**src/rtl/hazard_stall_ctrl.sv**
```systemverilog
// hazard_stall_ctrl: backward-path hazard control for the 5-stage pipeline.
// Generates PC / IF/ID / ID/EX stall, bubble and flush controls for load-use
// hazards, taken branch/jump redirects and data-memory wait freezes.
// Optional feature macro: HAZARD_PERF_CNT_EN enables saturating performance
// counters (stall_cnt, flush_cnt); when undefined both outputs are tied to 0.
module hazard_stall_ctrl #(
  parameter int LU_STALL_CYCLES = 1,
  parameter int FLUSH_CYCLES    = 1,
  parameter int CNT_W           = 16
) (
  input  logic             clk,
  input  logic             rst,
  input  logic             id_valid,
  input  logic [4:0]       id_src_1,
  input  logic [4:0]       id_src_2,
  input  logic             id_uses_src2,
  input  logic [4:0]       ex_dest,
  input  logic [1:0]       ex_MemRead,
  input  logic             ex_redirect,
  input  logic             mem_busy,
  output logic             pc_write_en,
  output logic             ifid_write_en,
  output logic             ifid_flush,
  output logic             idex_bubble,
  output logic             idex_write_en,
  output logic [1:0]       hz_state,
  output logic [CNT_W-1:0] stall_cnt,
  output logic [CNT_W-1:0] flush_cnt
);

  typedef enum logic [1:0] {
    RUN      = 2'd0,
    LU_STALL = 2'd1,
    FLUSH    = 2'd2
  } hz_state_t;

  // Remaining-cycle preload values: the first stall/flush cycle happens in the
  // cycle that detects the event, so the dedicated state covers the rest.
  localparam logic [2:0] LU_REM    = 3'(LU_STALL_CYCLES - 1);
  localparam logic [2:0] FLUSH_REM = 3'(FLUSH_CYCLES - 1);

  hz_state_t  state, next_state;
  logic [2:0] rem, next_rem;
  logic       lu_hit;

  assign lu_hit = id_valid && (ex_MemRead != 2'b00) && (ex_dest != 5'd0) &&
                  ((ex_dest == id_src_1) || (id_uses_src2 && (ex_dest == id_src_2)));

  assign hz_state = state;

  // State and remaining-cycle register
  always_ff @(posedge clk or negedge rst) begin
    if (!rst) begin
      state <= RUN;
      rem   <= 3'd0;
    end else begin
      state <= next_state;
      rem   <= next_rem;
    end
  end

  // Next-state and control decode: mem_busy > ex_redirect > load-use / state
  always_comb begin
    pc_write_en   = 1'b1;
    ifid_write_en = 1'b1;
    ifid_flush    = 1'b0;
    idex_bubble   = 1'b0;
    idex_write_en = 1'b1;
    next_state    = state;
    next_rem      = rem;

    if (mem_busy) begin
      pc_write_en   = 1'b0;
      ifid_write_en = 1'b0;
      idex_write_en = 1'b0;
    end else if (ex_redirect) begin
      ifid_flush  = 1'b1;
      idex_bubble = 1'b1;
      if (FLUSH_CYCLES > 1) begin
        next_state = FLUSH;
        next_rem   = FLUSH_REM;
      end else begin
        next_state = RUN;
        next_rem   = 3'd0;
      end
    end else begin
      case (state)
        RUN: begin
          if (lu_hit) begin
            pc_write_en   = 1'b0;
            ifid_write_en = 1'b0;
            idex_bubble   = 1'b1;
            if (LU_STALL_CYCLES > 1) begin
              next_state = LU_STALL;
              next_rem   = LU_REM;
            end
          end
        end
        LU_STALL: begin
          pc_write_en   = 1'b0;
          ifid_write_en = 1'b0;
          idex_bubble   = 1'b1;
          if (rem <= 3'd1) begin
            next_state = RUN;
            next_rem   = 3'd0;
          end else begin
            next_rem = rem - 3'd1;
          end
        end
        FLUSH: begin
          ifid_flush  = 1'b1;
          idex_bubble = 1'b1;
          if (rem <= 3'd1) begin
            next_state = RUN;
            next_rem   = 3'd0;
          end else begin
            next_rem = rem - 3'd1;
          end
        end
        default: begin
          next_state = RUN;
          next_rem   = 3'd0;
        end
      endcase
    end

    if (!rst) begin
      pc_write_en   = 1'b0;
      ifid_write_en = 1'b0;
      ifid_flush    = 1'b1;
      idex_bubble   = 1'b1;
      idex_write_en = 1'b1;
    end
  end

`ifdef HAZARD_PERF_CNT_EN
  logic stall_evt, flush_evt;

  // A load-use bubble is a bubble without a flush; both are ignored during a freeze
  assign stall_evt = !mem_busy && idex_bubble && !ifid_flush;
  assign flush_evt = !mem_busy && ifid_flush;

  // Saturating performance counters
  always_ff @(posedge clk or negedge rst) begin
    if (!rst) begin
      stall_cnt <= '0;
      flush_cnt <= '0;
    end else begin
      if (stall_evt && (stall_cnt != {CNT_W{1'b1}}))
        stall_cnt <= stall_cnt + 1'b1;
      if (flush_evt && (flush_cnt != {CNT_W{1'b1}}))
        flush_cnt <= flush_cnt + 1'b1;
    end
  end
`else
  assign stall_cnt = '0;
  assign flush_cnt = '0;
`endif

endmodule

```
**config.mk**
```make
export PLATFORM = sky130hd
export DESIGN_NAME = hazard_stall_ctrl
export DESIGN_NICKNAME = d
export VERILOG_FILES = /design/src/rtl/hazard_stall_ctrl.sv
export SDC_FILE = /design/constraint.sdc
export NUM_CORES = 1
export LEC_CHECK = 0
export BUFFER_PORTS_ARGS = -buffer_cell sky130_fd_sc_hd__buf_2
export CELL_PAD_IN_SITES_DETAIL_PLACEMENT = 1
export CELL_PAD_IN_SITES_GLOBAL_PLACEMENT = 1
export CORE_MARGIN = 10
export CORE_UTILIZATION = 18
export DETAILED_ROUTE_END_ITERATION = 10
export PLACE_DENSITY_LB_ADDON = 0.2
export SETUP_SLACK_MARGIN = 0.05
export SLEW_MARGIN = 20
export SYNTH_ARGS = -nofsm -noshare
export SYNTH_HDL_FRONTEND = slang
export SYNTH_SLANG_ARGS = --single-unit
```
**constraint.sdc**
```tcl
create_clock -name clk -period 2.1 [get_ports clk]
set_clock_uncertainty 0.2 [all_clocks]
set_input_delay 0.315 -clock clk [delete_from_list [all_inputs] [get_ports clk]]
set_output_delay 0.315 -clock clk [all_outputs]
set_load 0.02 [all_outputs]
```
==> results.sh <==
export IMPL_fmax_mhz=477
export IMPL_syn_mean_instance_area_um2=7.38
export IMPL_die_h_um=68.8
export IMPL_antenna_found_initial=0
export IMPL_peakVddDrop_mv=0.0588
export IMPL_ys_types=14
export IMPL_clock_power_share_pct=0
export IMPL_slew_viol_final=0
export IMPL_start_util_pct=19.2
export IMPL_n_clock_buffer=0
export IMPL_postCtsSetupRepairBufs=0
export IMPL_grt_pass1_vias=380
export IMPL_seqCellArea_um2=0
export IMPL_fin_ws_ns=0.00350
export IMPL_finalNetCount=110
export IMPL_routed_via_count=365
export IMPL_crit_start="ex_dest[1]"
export IMPL_period_share_pct=99.8
export IMPL_grt_max_degree=5
export IMPL_min_from="mem_busy"
export IMPL_netlist_instances=58
export IMPL_final_cells=113
export IMPL_drt_wl_total_mm=1.45
export IMPL_cap_violations=0
export IMPL_switching_share_pct=68.1
export IMPL_cp_required_ns=1.58
export IMPL_seqPwrFrac_pct=0
export IMPL_critPathKind="primary input to primary output"
export IMPL_syn_area_um2=428
export IMPL_io_buffers=27
export IMPL_vias_per_cell=3.23
export IMPL_finalSetupTns_ns=0
export IMPL_drt_iter0_drc=11
export IMPL_die_x_um=68.8
export IMPL_synth_warnings=0
export IMPL_ant_nets=0
export IMPL_power_share_combinational_pct=100.0
export IMPL_hp_class="primary input to primary output"
export IMPL_place_gp_congestion=0.774
export IMPL_wire_per_inst_um=12.8
export IMPL_firstDrtPassIters=3
export IMPL_p_switching_w=0.0000929
export IMPL_fin_crit_ns=2.10
export IMPL_overflow=0
export IMPL_antennaDiodeCount=0
export IMPL_intPower_w=0.0000435
export IMPL_grtUsageTotal_pct=4.63
export IMPL_io_pins=62
export IMPL_place_ws_ns=-0.0414
export IMPL_endpoint_kind="primary output"
export IMPL_die_area_um2=4730
export IMPL_p_leak_nw=0.305
export IMPL_hpwl_mm=1.41
export IMPL_grt_pass1_wl_mm=1.79
export IMPL_status="finished clean"
export IMPL_setup_worst_path_start_class="primary input"
export IMPL_finalSetupViolations=0
export IMPL_area_growth_pct=24.9
export IMPL_rsz0062_at_grt="true"
export IMPL_p_per_area_nw_per_um2=255
export IMPL_design_seq_count=0
export IMPL_drive_above_1_share_pct=36.5
export IMPL_seq_area_frac_synth_pct=0
export IMPL_worstPathArrival_ns=1.58
export IMPL_dp_cells=113
export IMPL_crit_path_max_fanout=3
export IMPL_drcViolationCount=0
export IMPL_rows=17
export IMPL_final_hold_viol_count=0
export IMPL_coreArea_um2=2230
==> worst max-delay path, stage by stage <==
cell and delay (ns):
buf_6 0.10, or4_1 0.54, o221ai_1 0.23, o311a_1 0.25
buf_6 0.14
==> cell usage after synthesis (all sizes together) <==
master  instances  area [µm²]
inv             1        3.75
o311ai          1        8.76
or4             1        7.51
o311a           1        10.0
nand2           3        11.3
xor2            9        78.8
xnor2           1        8.76
conb            1        3.75
buf            35         263
nor4            1        6.26
nor2            1        3.75
o221ai          1        8.76
a32oi           1        8.76
nor3            1        5.00
==> cells by family after synthesis <==
group / Yosys count / share of synthesized area (%)
AOI/OAI and AO/OA: 4 / 8.48
xor gates and xnor gates: 10 / 20.5
buffers and inverters: 36 / 62.3
other: 1 / 0.876
and+or+nand+nor: 7 / 7.89
==> power groups by stage <==
stage	Clock (W)	Combinational [W]	Sequential, W
after floorplan	0	0.000131	0
after global placement	0	0.000120	0
after detailed placement	0	0.000121	0
after CTS	0	0.000128	0
after global routing	0	0.000148	0
final	0	0.000136	0
==> metrics by stage <==
step	util (%)	total power [W]	cell area, µm²	hold WS, ns
5_1_grt	23.9	0.000148	534	0.762
3_5_place_dp	21.2	0.000121	474	0.730
4_1_cts	22.6	0.000128	505	0.731
3_3_place_gp	21.2	0.000120	474	0.727
2_1_floorplan	-	0.000131	552	0.547
6_report	23.9	0.000136	534	0.737
==> cells in the final DEF (no fill, tap or decap), drive strengths merged <==
master	n
o311ai	1
or4	1
conb	34
xnor2	1
nor3	1
inv	1
nand2	3
xor2	9
nor4	1
buf	29
o311a	1
a32oi	1
o221ai	1
nor2	1
==> routing by layer <==
metal,share of wire (%),wire length [µm],global-route usage [%]
met5,0,0,0
met2,43,618,7.60
met1,33,475,5.07
met3,24,355,3.38
met4,0,0,0
==> worst paths after layout <==
path	depth (start not counted)	slack (ns)	to
worst max-delay path	5	0.003	ifid_write_en
worst min-delay path	3	0.74	idex_write_en
==> cell type report <==
class,count,area [µm²]
inverter,1,3.75
multi-input combinational,55,299
tap,28,35.0
timing repair buffer,29,196
fill,308,1700
==> repair_timing <==
action	4_1_cts	5_1_grt
hold endpoints to repair	0	0
resized for setup	8	6
endpoints found under the setup margin	3	3
hold buffers	0	0
pin swaps	5	4
Note: power is estimated with default switching activity, not from simulation.
